`src/rtl/serial_collector_pkg.sv`:
```
// Shared types and helpers for the serial collector.
//   state_t      : collector FSM states (COLLECT = gathering bits, FULL = word on offer)
//   count_width  : bit width of a counter able to hold 0..width
package serial_collector_pkg;

  typedef enum logic {
    ST_COLLECT = 1'b0,
    ST_FULL    = 1'b1
  } state_t;

  function automatic int unsigned count_width(input int unsigned width);
    return $clog2(width + 1);
  endfunction

endpackage

```
`src/rtl/serial_collector_gates.sv`:
```
// Fixed-width reduction gates consumed downstream of the collector.
//   OR_8  : a[7:0] -> y = |a
//   AND_4 : a[3:0] -> y = &a
module OR_8 (
  input  logic [7:0] a,
  output logic       y
);
  assign y = |a;
endmodule

module AND_4 (
  input  logic [3:0] a,
  output logic       y
);
  assign y = &a;
endmodule

```
`src/rtl/serial_collector_sipo.sv`:
```
// sipo_core: serial-in shift register plus bit counter.
//   clk, rst_n : clock, asynchronous active-low reset
//   shift_en   : shift bit_in into the register and advance the count
//   clr        : synchronous clear of register and count (has priority)
//   bit_in     : serial data bit
//   word       : register contents as they will be after shifting in bit_in,
//                so the caller can capture a completed word on the last accept
//   last       : count == WIDTH-1 (the next shift completes a word)
module sipo_core
  import serial_collector_pkg::*;
#(
  parameter int unsigned WIDTH     = 8,
  parameter bit          MSB_FIRST = 1'b0
) (
  input  logic             clk,
  input  logic             rst_n,
  input  logic             shift_en,
  input  logic             clr,
  input  logic             bit_in,
  output logic [WIDTH-1:0] word,
  output logic             last
);

  localparam int unsigned CW = count_width(WIDTH);

  logic [WIDTH-1:0] sr;
  logic [CW-1:0]    count;

  always_comb begin
    word = '0;
    if (MSB_FIRST) begin
      word = {sr[WIDTH-2:0], bit_in};
    end else begin
      word = {bit_in, sr[WIDTH-1:1]};
    end
  end

  assign last = (count == CW'(WIDTH - 1));

  // The count wraps to zero on the completing shift, so a bit accepted in the
  // same cycle a full word is taken naturally starts the next word at count=1.
  always_ff @(posedge clk or negedge rst_n) begin
    if (!rst_n) begin
      sr    <= '0;
      count <= '0;
    end else if (clr) begin
      sr    <= '0;
      count <= '0;
    end else if (shift_en) begin
      sr    <= word;
      count <= last ? '0 : count + CW'(1);
    end
  end

endmodule

```
`src/rtl/serial_collector.sv`:
```
// serial_collector: serial-in / parallel-out word collector.
// Accepts one bit per cycle over in_valid/in_ready, assembles WIDTH-bit words and
// offers them over out_valid/out_ready with OR/AND reduction flags.
//   clk, rst_n          : clock, asynchronous active-low reset
//   in_valid, in_ready  : input handshake (in_ready combinational)
//   in_bit              : serial data bit
//   out_valid, out_ready: output handshake (out_valid registered)
//   out_word            : assembled word, held after delivery until the next load
//   out_any, out_all    : OR / AND of out_word, meaningful while out_valid
module serial_collector
  import serial_collector_pkg::*;
#(
  parameter int unsigned WIDTH     = 8,
  parameter bit          MSB_FIRST = 1'b0
) (
  input  logic             clk,
  input  logic             rst_n,
  input  logic             in_valid,
  output logic             in_ready,
  input  logic             in_bit,
  output logic             out_valid,
  input  logic             out_ready,
  output logic [WIDTH-1:0] out_word,
  output logic             out_any,
  output logic             out_all
);

  state_t           state, state_n;
  logic             valid_n;
  logic             load;
  logic             clr;
  logic             in_accept;
  logic             out_take;
  logic [WIDTH-1:0] next_word;
  logic             last;

  assign in_accept = in_valid & in_ready;
  assign out_take  = out_valid & out_ready;

  sipo_core #(
    .WIDTH     (WIDTH),
    .MSB_FIRST (MSB_FIRST)
  ) u_sipo (
    .clk      (clk),
    .rst_n    (rst_n),
    .shift_en (in_accept),
    .clr      (clr),
    .bit_in   (in_bit),
    .word     (next_word),
    .last     (last)
  );

  // In FULL the input side is only open when the consumer drains the word in the
  // same cycle, so any accepted bit there always belongs to the following word.
  always_comb begin
    state_n  = state;
    valid_n  = out_valid;
    load     = 1'b0;
    clr      = 1'b0;
    in_ready = 1'b1;
    unique case (state)
      ST_COLLECT: begin
        in_ready = 1'b1;
        if (in_accept && last) begin
          load    = 1'b1;
          valid_n = 1'b1;
          state_n = ST_FULL;
        end
      end
      ST_FULL: begin
        in_ready = out_ready;
        if (out_take) begin
          valid_n = 1'b0;
          state_n = ST_COLLECT;
          clr     = ~in_accept;
        end
      end
      default: begin
        state_n = ST_COLLECT;
        valid_n = 1'b0;
      end
    endcase
  end

  always_ff @(posedge clk or negedge rst_n) begin
    if (!rst_n) begin
      state     <= ST_COLLECT;
      out_valid <= 1'b0;
      out_word  <= '0;
    end else begin
      state     <= state_n;
      out_valid <= valid_n;
      if (load) begin
        out_word <= next_word;
      end
    end
  end

  generate
    if (WIDTH == 8) begin : g_gates8
      logic and_lo, and_hi;
      OR_8  u_or8   (.a(out_word[7:0]), .y(out_any));
      AND_4 u_and_lo(.a(out_word[3:0]), .y(and_lo));
      AND_4 u_and_hi(.a(out_word[7:4]), .y(and_hi));
      assign out_all = and_lo & and_hi;
    end else begin : g_reduce
      assign out_any = |out_word;
      assign out_all = &out_word;
    end
  endgenerate

endmodule

```
`config.mk`:
```
export PLATFORM = sky130hd
export DESIGN_NAME = serial_collector
export DESIGN_NICKNAME = d
export VERILOG_FILES = /design/src/rtl/serial_collector_pkg.sv /design/src/rtl/serial_collector_gates.sv /design/src/rtl/serial_collector_sipo.sv /design/src/rtl/serial_collector.sv
export SDC_FILE = /design/constraint.sdc
export NUM_CORES = 1
export LEC_CHECK = 0
export BUFFER_PORTS_ARGS = -buffer_cell sky130_fd_sc_hd__buf_2
export CAP_MARGIN = 30
export CELL_PAD_IN_SITES_DETAIL_PLACEMENT = 0
export CELL_PAD_IN_SITES_GLOBAL_PLACEMENT = 1
export CORE_MARGIN = 2
export CORE_UTILIZATION = 28
export DETAILED_ROUTE_END_ITERATION = 6
export PLACE_DENSITY = 0.59
export SYNTH_ARGS = -nofsm -noshare
export SYNTH_HDL_FRONTEND = slang
export SYNTH_SLANG_ARGS = --single-unit
```
`constraint.sdc`:
```
create_clock -name clk -period 2.8 [get_ports clk]
set_input_delay 0.42 -clock clk [delete_from_list [all_inputs] [get_ports clk]]
set_output_delay 0.42 -clock clk [all_outputs]
set_load 0.02 [all_outputs]
```
==> flow_summary.yaml, run 1 <==
route:
  first_pass_iters: 4
  vias_per_cell: 4.90
  vias: 661
  drt_iter0_markers: 52
  drc_errors: 0
  drt_wl_total_mm: 1.92
  wl_per_cell_microns: 14.2
  ant_nets: 0
timing:
  slew_violations: 0
  rsz0062_at_grt: "false"
  setup_viol: 0
  period_needed_ns: 1.86
  period_share: 0.663
  hold_viol_final: 0
  fin_worst_skew_ns: 0.0122
  max_freq_ghz: 0.539
  fin_ws_ns: 0.945
  holdWs_ns: 0.0370
  relSlewSlack: 0.550
  fin_setup_tns_ns: 0
  worstMarginPinSlew_ns: 0.672
worst_setup_path:
  start_kind: "flip-flop"
  crit_arrival_ns: 2.06
  worstPathRequired_ns: 3.00
  cp_max_fo: 10
  end_kind: "flip-flop"
  worstSetupPathType: "reg2reg"
floorplanning:
  fp.dieH_microns: 61.5
  die_w_microns: 61.5
  dieArea_sq_um: 3780
  core.rowCount: 20
  design.core.area_sq_um: 3100
  start_util: 0.298
  ios: 17
yosys:
  synth_top_area_frac: 0.568
  syn-instance-count: 75
  synth_commonest_cells: "dfrtp_1, a22o_1, mux2_2"
  synthArstFlopShare: 1.00
  synth_area_per_cell_sq_um: 12.3
  syn-num-nets: 81
  yosys_warnings: 0
  yosys.area.top_type: "dfrtp_1"
  yosysUniqueCellTypes: 27
  synth_area_leaders: "dfrtp_1, mux2_2, a22o_1, nor4b_4, nand2_1"
  synth_most_common_cell: "dfrtp_1"
  ys.flop_type: "dfrtp_1"
  yosys_register_bits: 21
  netlist_area_sq_um: 926
  synth_edf_count: 0
  ys_seq_area_frac: 0.568
layout:
  nets: 98
  syn2layout_area_growth_pct: 15.5
  final_layout_size_suffix_gt1_frac: 0.385
  fin_cells: 135
  antenna_cells: 0
  final_core_util: 0.345
  final_area_sq_um: 1070
cts:
  ctsHoldBuffers: 0
  cts_root_buf: "clkbuf_4"
  cts-resized-gates: 0
  clkSinkCount: 21
  cts_setup_buffers: 0
  cts-root-to-sink-buffers: 2
  clk_pin_slew_ns: 0.13
  cts_tree: "done"
  htreeDepth: 1
  clk_latency_ns: 0.31
  numCtsBuffers: 3
placement:
  place_ws_ns: 0.973
  place_area_sq_um: 1040
  port_buffers: 16
  gp_congestion: 0.736
  hpwl_mm: 1.31
  placed_cells: 131
power_and_ir_drop:
  finalPower_mw: 1.10
  p_leak_nw: 0.508
  pwr_density_cell_nw_per_um2: 1030
  max-vdd-ir-drop_uv: 423
job:
  maxCapViolations: 0
grt:
  grt_usage: 0.114
  first_global_vias: 662
  grt_pass1_wl_mm: 3.15
  grt_overflow: 0
  grt_antenna_before_repair: 0
  grt_max_degree: 22
min_path:
  hold_path_class: "in2async"
run_status:
  status: "finished, final reports clean"
[flip-flops by register name, summed over array words and instances (netlist names)]
signal / count
u_sipo.count: 4
out_word: 8
u_sipo.sr: 7
out_valid: 1
state: 1
[area by class of cell]
type / instances / area (sq um)
clock buffers: 3 / 22.5
clock inverters: 1 / 5.00
fillers: 337 / 2030
inverters: 2 / 7.51
multi-input cells: 48 / 374
flip-flops and latches: 21 / 526
well taps: 44 / 55.1
repair buffers: 16 / 80.1
[worst paths after layout]
kind	startpoint	to	slack [ns]	cells past startpoint
max in group asynchronous	rst_n	u_sipo.sr[1]	2.43	1
setup / recovery	u_sipo.count[0]	out_word[6]	0.94	4
setup reg to reg	u_sipo.count[0]	out_word[6]	0.94	4
min in group clk	out_ready	u_sipo.count[2]	0.32	2
hold reg to reg	u_sipo.sr[1]	u_sipo.sr[1]	0.53	1
hold / removal	rst_n	u_sipo.count[3]	0.04	1
[layout by cell type, fill, tap and decap left out, types with 2 or more instances in the layout]
cell type,netlist,final
nand2_1,5,5
inv_1,2,2
clkbuf_4,0,3
nor2_1,2,2
a21oi_1,2,2
dfrtp_1,21,21
nor4_1,2,2
o21ai_0,3,3
buf_2,2,16
a22o_1,8,8
a21o_2,2,2
nand4_1,3,3
mux2_2,8,8
[cells by family (layout without fill, tap and decap cells)]
| kind of cell | after synthesis | in the layout | synth area share |
|---|---|---|---|
| compound gates | 19 | 19 | 0.154 |
| fa+ha+maj | 1 | 1 | 0.0135 |
| buf+inv | 6 | 22 | 0.0284 |
| flops | 21 | 21 | 0.568 |
| simple gates | 20 | 20 | 0.139 |
| mux | 8 | 8 | 0.0973 |
[worst max-delay path: stages (launching register included)]
cell	delay (ns)
dfrtp_1	0.39
ha_1	0.24
nand2_2	0.10
nor4b_4	0.60
mux2_2	0.41
[per-layer routing]
layer  wire length (microns)  track usage  vias up  share of wire
met4                      12       0.0274        0         0.0062
met5                       0            0        -              0
li1                        -            -      311              -
met2                     766        0.165       18           0.40
met1                    1050        0.161      330           0.54
met3                      95       0.0441        2          0.049
[power by group]
| group | leakage, nW | switching (mW) | internal, mW |
|---|---|---|---|
| clock network | 0.0177 | 0.0982 | 0.0533 |
| registers | 0.272 | 0.132 | 0.425 |
| logic | 0.218 | 0.211 | 0.183 |
| total | 0.508 | 0.441 | 0.662 |
(Power assumes the default switching activity.)
==> run 2, diff against run 1 <==
ABC_AREA = 1   (was not set)
PLACE_DENSITY = 0.62   (was 0.59)
clock period = 1.9 ns   (was 2.8 ns; I/O delays follow)
==> run 2 against run 1 <==
Against the previous run: die area grew 3.3%; core utilization shrank 0.61 points; global-route usage grew 0.31 points; final area grew 4.8%; clock skew shrank 0.0096 ns; first-iteration DRC count shrank 12%; critical path depth shrank 1; combinational power grew 58%; critical endpoint is now out_any.
==> flow_summary.yaml, run 2 <==
run_status:
  status: "finished, final reports clean"
min_path:
  hold_path_depth: 3
  hold_path_class: "in2reg"
  hold_path_startpoint: "in_bit"
  hold_end: "u_sipo.sr[7]"
layout:
  largest_reg_flops: 8
  final_area_sq_um: 1120
  fillers: 380
  regArea_sq_um: 526
  syn2layout_area_growth_pct: 17.0
  top_regs: "out_word x8, u_sipo.sr x7, u_sipo.count x4"
  antenna_cells: 0
  max_flop_register: "out_word"
  final_layout_size_suffix_gt1_frac: 0.208
  nets: 137
  final_cell_mix: "nand2_1, nand3_1, dfrtp_1, buf_2, nor2_1"
  multi_input_area_sq_um: 405
  final_common_cell: "nand2_1"
route:
  wl_per_cell_microns: 10.8
  drt_iter0_markers: 46
  ant_nets: 0
  vias_per_cell: 4.52
  drt_wl_total_mm: 1.91
  drc_errors: 0
  vias: 795
  first_pass_iters: 4
timing:
  hold_viol_final: 0
  max_freq_ghz: 0.721
  relSlewSlack: 0.664
  period_share: 0.730
  rsz0062_at_grt: "false"
  setup_viol: 0
  period_needed_ns: 1.39
  worstMarginPinSlew_ns: 0.503
  fin_worst_skew_ns: 0.00266
  slew_violations: 0
  fin_setup_tns_ns: 0
worst_setup_path:
  max_stage_delay_ns: 0.43
  worstSetupPathType: "reg2out"
  start_kind: "flip-flop"
  reg2reg_to: "u_sipo.count[2]"
  crit_arrival_ns: 1.10
  slowest_stage: "dfrtp_1"
  reg2reg_slack_ns: 0.59
  cp_max_fo: 4
  end_kind: "primary output"
  regToRegStartpoint: "state"
  cp_cell_sequence: "nor2_1 -> nand4_1 -> buf_2"
  worstPathRequired_ns: 1.62
  r2r_cells: 3
placement:
  place_area_sq_um: 1080
  hpwl_mm: 1.37
  gp_congestion: 0.718
  port_buffers: 16
floorplanning:
  dieArea_sq_um: 3910
  design.core.area_sq_um: 3310
  ios: 17
  die_w_microns: 62.5
  core.rowCount: 21
  start_util: 0.289
  fp.dieH_microns: 62.5
cts:
  htreeDepth: 1
  cts-root-to-sink-buffers: 2
  numCtsBuffers: 3
  clk_latency_ns: 0.31
  ctsHoldBuffers: 1
  cts_root_buf: "clkbuf_4"
  clk_pin_slew_ns: 0.12
  cts_setup_buffers: 0
  cts_tree: "done"
  clkSinkCount: 21
  cts-resized-gates: 0
grt:
  grt_overflow: 0
  grt_max_degree: 22
  grt_antenna_before_repair: 0
  first_global_vias: 827
  grt_pass1_wl_mm: 3.64
  grt_usage: 0.117
yosys:
  yosys_register_bits: 21
  netlist_area_sq_um: 958
  yosys.area.top_type: "dfrtp_1"
  synth_edf_count: 0
  ys.flop_type: "dfrtp_1"
  yosys_warnings: 0
  synth_commonest_cells: "nand2_1, dfrtp_1, nand3_1"
  yosysUniqueCellTypes: 16
  syn-num-nets: 117
  ys_seq_area_frac: 0.548
  synth_area_leaders: "dfrtp_1, nand2_1, nand3_1, nand4_1, nor2_1"
  syn-instance-count: 111
  synth_top_area_frac: 0.548
  synth_area_per_cell_sq_um: 8.63
  synthArstFlopShare: 1.00
  synth_most_common_cell: "nand2_1"
power_and_ir_drop:
  p_leak_nw: 0.622
  max-vdd-ir-drop_uv: 391
  pwr_density_cell_nw_per_um2: 1490
job:
  maxCapViolations: 0
==> run 2: where the power goes <==
part	switching, mW	total [mW]	internal (mW)	leakage (nW)
Clock	0.142	0.221	0.0788	0.0177
Combinational	0.392	0.622	0.230	0.331
Sequential	0.199	0.828	0.629	0.274
==> run 2: cell families after synthesis <==
kind of cell    after synthesis  synth area share
compound gates                1           0.00784
xor+xnor                      1           0.00914
fa+ha+maj                     1            0.0131
buf+inv                       6            0.0287
flops                        21             0.548
simple gates                 81             0.393
==> run 2: stage by stage <==
step | setup WS (ns) | utilization | cells | power, mW | hold WS (ns)
after global placement | 0.547 | 0.327 | 171 | 1.47 | 0.273
after detailed placement | 0.609 | 0.327 | 171 | 1.47 | 0.278
after floorplan | 0.720 | - | 111 | 1.26 | -0.0106
final | 0.512 | 0.339 | 176 | 1.67 | 0.185
after CTS | 0.476 | 0.339 | 176 | 1.70 | 0.180
after global routing | 0.407 | 0.339 | 176 | 1.84 | 0.202
==> run 2: worst max-delay path by stage <==
stage | from | to | slack (ns) | depth (start not counted)
2_1_floorplan | out_word[6] | out_all | 0.72 | 2
3_5_place_dp | state | u_sipo.count[2] | 0.61 | 3
5_1_grt | out_word[1] | out_any | 0.41 | 3
6_report | out_word[3] | out_any | 0.51 | 3
4_1_cts | out_word[5] | out_any | 0.48 | 3
3_3_place_gp | in_valid | u_sipo.count[2] | 0.55 | 5
==> run 2: worst max-delay path: cells and delay by family, from the launching register on <==
kind | cells | cell delay [ns]
and+or+nand+nor | 2 | 0.20
buffers and inverters | 1 | 0.16
DFF | 1 | 0.43
==> run 2: routing by layer <==
metal / vias to the layer above / global-route usage / wire length [microns]
met1: 372 / 0.145 / 885
met3: 5 / 0.0180 / 72
met2: 15 / 0.195 / 898
met4: 0 / 0.0667 / 53
met5: - / 0 / 0
li1: 403 / - / -
==> run 2: final cells by class <==
type,instances,area share
flip-flops and latches,21,0.469
multi-input cells,84,0.362
repair buffers,17,0.0804
well taps,46,0.0513
clock buffers,3,0.0201
inverters,4,0.0134
clock inverters,1,0.00446
==> run 3, diff against run 2 <==
clock period = 1.4 ns   (was 1.9 ns; I/O delays follow)
==> run 3 against run 2 <==
Against the previous run: flip-flop and latch count is the same; wire length is 5.9% higher; sequential power increased by 35%; combinational power grew 50%; register-to-register slack got worse by 0.41 ns; sequential share of layout area decreased by 1.9 points; critical endpoint unchanged; worst hold slack got worse by 0.042 ns; clock power up 32%; final area is 4.2% higher; via count up 0.25%; critical path depth is the same; critical path type unchanged.
==> flow_summary.yaml, run 3 (synthesized netlist as in run 2, its figures left out) <==
route:
  drc_errors: 0
  vias: 797
  vias_per_cell: 4.38
  drt_iter0_markers: 40
  ant_nets: 0
  wl_per_cell_microns: 11.1
  drt_wl_total_mm: 2.02
  first_pass_iters: 4
placement:
  gp_congestion: 0.731
  placed_cells: 173
  place_area_sq_um: 1100
  port_buffers: 16
  hpwl_mm: 1.44
worst_setup_path:
  cp_max_fo: 4
  regToRegStartpoint: "u_sipo.count[1]"
  worstSetupPathType: "reg2out"
  endpoint: "out_any"
  start_kind: "flip-flop"
  r2r_cells: 6
  crit_arrival_ns: 1.12
  reg2reg_to: "out_word[6]"
  cp-startpoint: "out_word[5]"
  end_kind: "primary output"
  reg2reg_slack_ns: 0.18
  worstPathRequired_ns: 1.19
cts:
  htreeDepth: 1
  cts_root_buf: "clkbuf_4"
  cts-root-to-sink-buffers: 2
  clk_latency_ns: 0.31
  numCtsBuffers: 3
  cts_tree: "done"
  clkSinkCount: 21
  clk_pin_slew_ns: 0.13
power_and_ir_drop:
  power_frac_seq: 0.477
  pwr_density_cell_nw_per_um2: 2000
  p_int_mw: 1.34
  switchingPower_mw: 1.00
  power_switching_share: 0.429
  pwr-share-clk: 0.125
  p_comb_frac: 0.398
  finalPower_mw: 2.34
  p_leak_nw: 0.652
  max-vdd-ir-drop_uv: 473
layout:
  final_layout_size_suffix_gt1_frac: 0.243
  syn2layout_area_growth_pct: 21.9
  final_common_cell: "nand2_1"
  fin_cells: 182
  max_flop_register: "out_word"
  regArea_sq_um: 526
  top_regs: "out_word x8, u_sipo.sr x7, u_sipo.count x4"
  largest_reg_flops: 8
  antenna_cells: 0
  nets: 143
  final_area_sq_um: 1170
  final_cell_mix: "nand2_1, nand3_1, dfrtp_1, buf_2, buf_4"
  multi_input_area_sq_um: 405
  fillers: 367
floorplanning:
  core.rowCount: 21
  die_w_microns: 62.5
  design.core.area_sq_um: 3310
  fp.dieH_microns: 62.5
  start_util: 0.289
  dieArea_sq_um: 3910
  ios: 17
timing:
  setup_viol: 0
  period_share: 0.946
  slew_violations: 0
  rsz0062_at_grt: "true"
  max_freq_ghz: 0.755
  worstMarginPinSlew_ns: 0.471
  period_needed_ns: 1.33
  hold_viol_final: 0
  fin_setup_tns_ns: 0
  relSlewSlack: 0.686
  fin_worst_skew_ns: 0.0157
run_status:
  status: "finished, final reports clean"
min_path:
  hold_path_startpoint: "in_bit"
  hold_path_class: "in2reg"
  hold_path_depth: 3
job:
  maxCapViolations: 0
grt:
  grt_max_degree: 22
  grt_overflow: 0
  first_global_vias: 759
  grt_pass1_wl_mm: 3.57
  grt_antenna_before_repair: 0
  grt_usage: 0.116
run 3: changes by cell type in the layout (fill, tap and decap cells not counted), sizes merged:
cell / change
buf: +6
run 3: routing by layer:
layer	global-route usage	vias to the layer above	routed length, microns
met3	0.0180	2	62
met1	0.150	365	973
met2	0.185	16	958
li1	-	414	-
met4	0.0667	0	27
met5	0	-	0
run 3: stage by stage:
stage | setup slack (ns) | hold slack (ns) | util
2_1_floorplan | 0.285 | -0.0856 | -
3_3_place_gp | 0.217 | 0.200 | 0.332
3_5_place_dp | 0.179 | 0.201 | 0.332
4_1_cts | 0.0638 | 0.131 | 0.343
5_1_grt | -0.0343 | 0.133 | 0.353
6_report | 0.0750 | 0.143 | 0.353
run 3: worst max-delay path: stages, from the launching register on:
cell	delay, ns
dfrtp_1	0.43
nor2_1	0.13
nand4_1	0.09
buf_2	0.16
run 3: worst min-delay path by stage:
stage	slack, ns	end
after global routing	0.13	u_sipo.sr[7]
final	0.14	u_sipo.sr[7]
after global placement	0.20	u_sipo.count[2]
after CTS	0.13	u_sipo.sr[7]
after floorplan	-0.09	out_valid
after detailed placement	0.20	u_sipo.count[2]
run 3: cell type report:
type,instances,area share
clock buffers,3,0.0193
flip-flops and latches,21,0.450
multi-input cells,84,0.347
well taps,46,0.0493
repair buffers,23,0.118
clock inverters,1,0.00428
inverters,4,0.0128
run 3: what timing repair did:
| action | 4_1_cts | 5_1_grt |
|---|---|---|
| gates resized for setup | 0 | 1 |
| setup endpoints to repair | 0 | 1 |
| endpoints found under the hold margin | 21 | 0 |
| hold buffers | 1 | 0 |
| setup buffers | 0 | 4 |
run 3: power groups by stage:
stage	sequential (mW)	combinational, mW	clock [mW]
floorplan	1.21	0.497	0
finish	1.12	0.932	0.292
global placement	1.13	0.868	0
CTS	1.12	0.877	0.313
global route	1.17	1.05	0.348
detailed placement	1.14	0.873	0
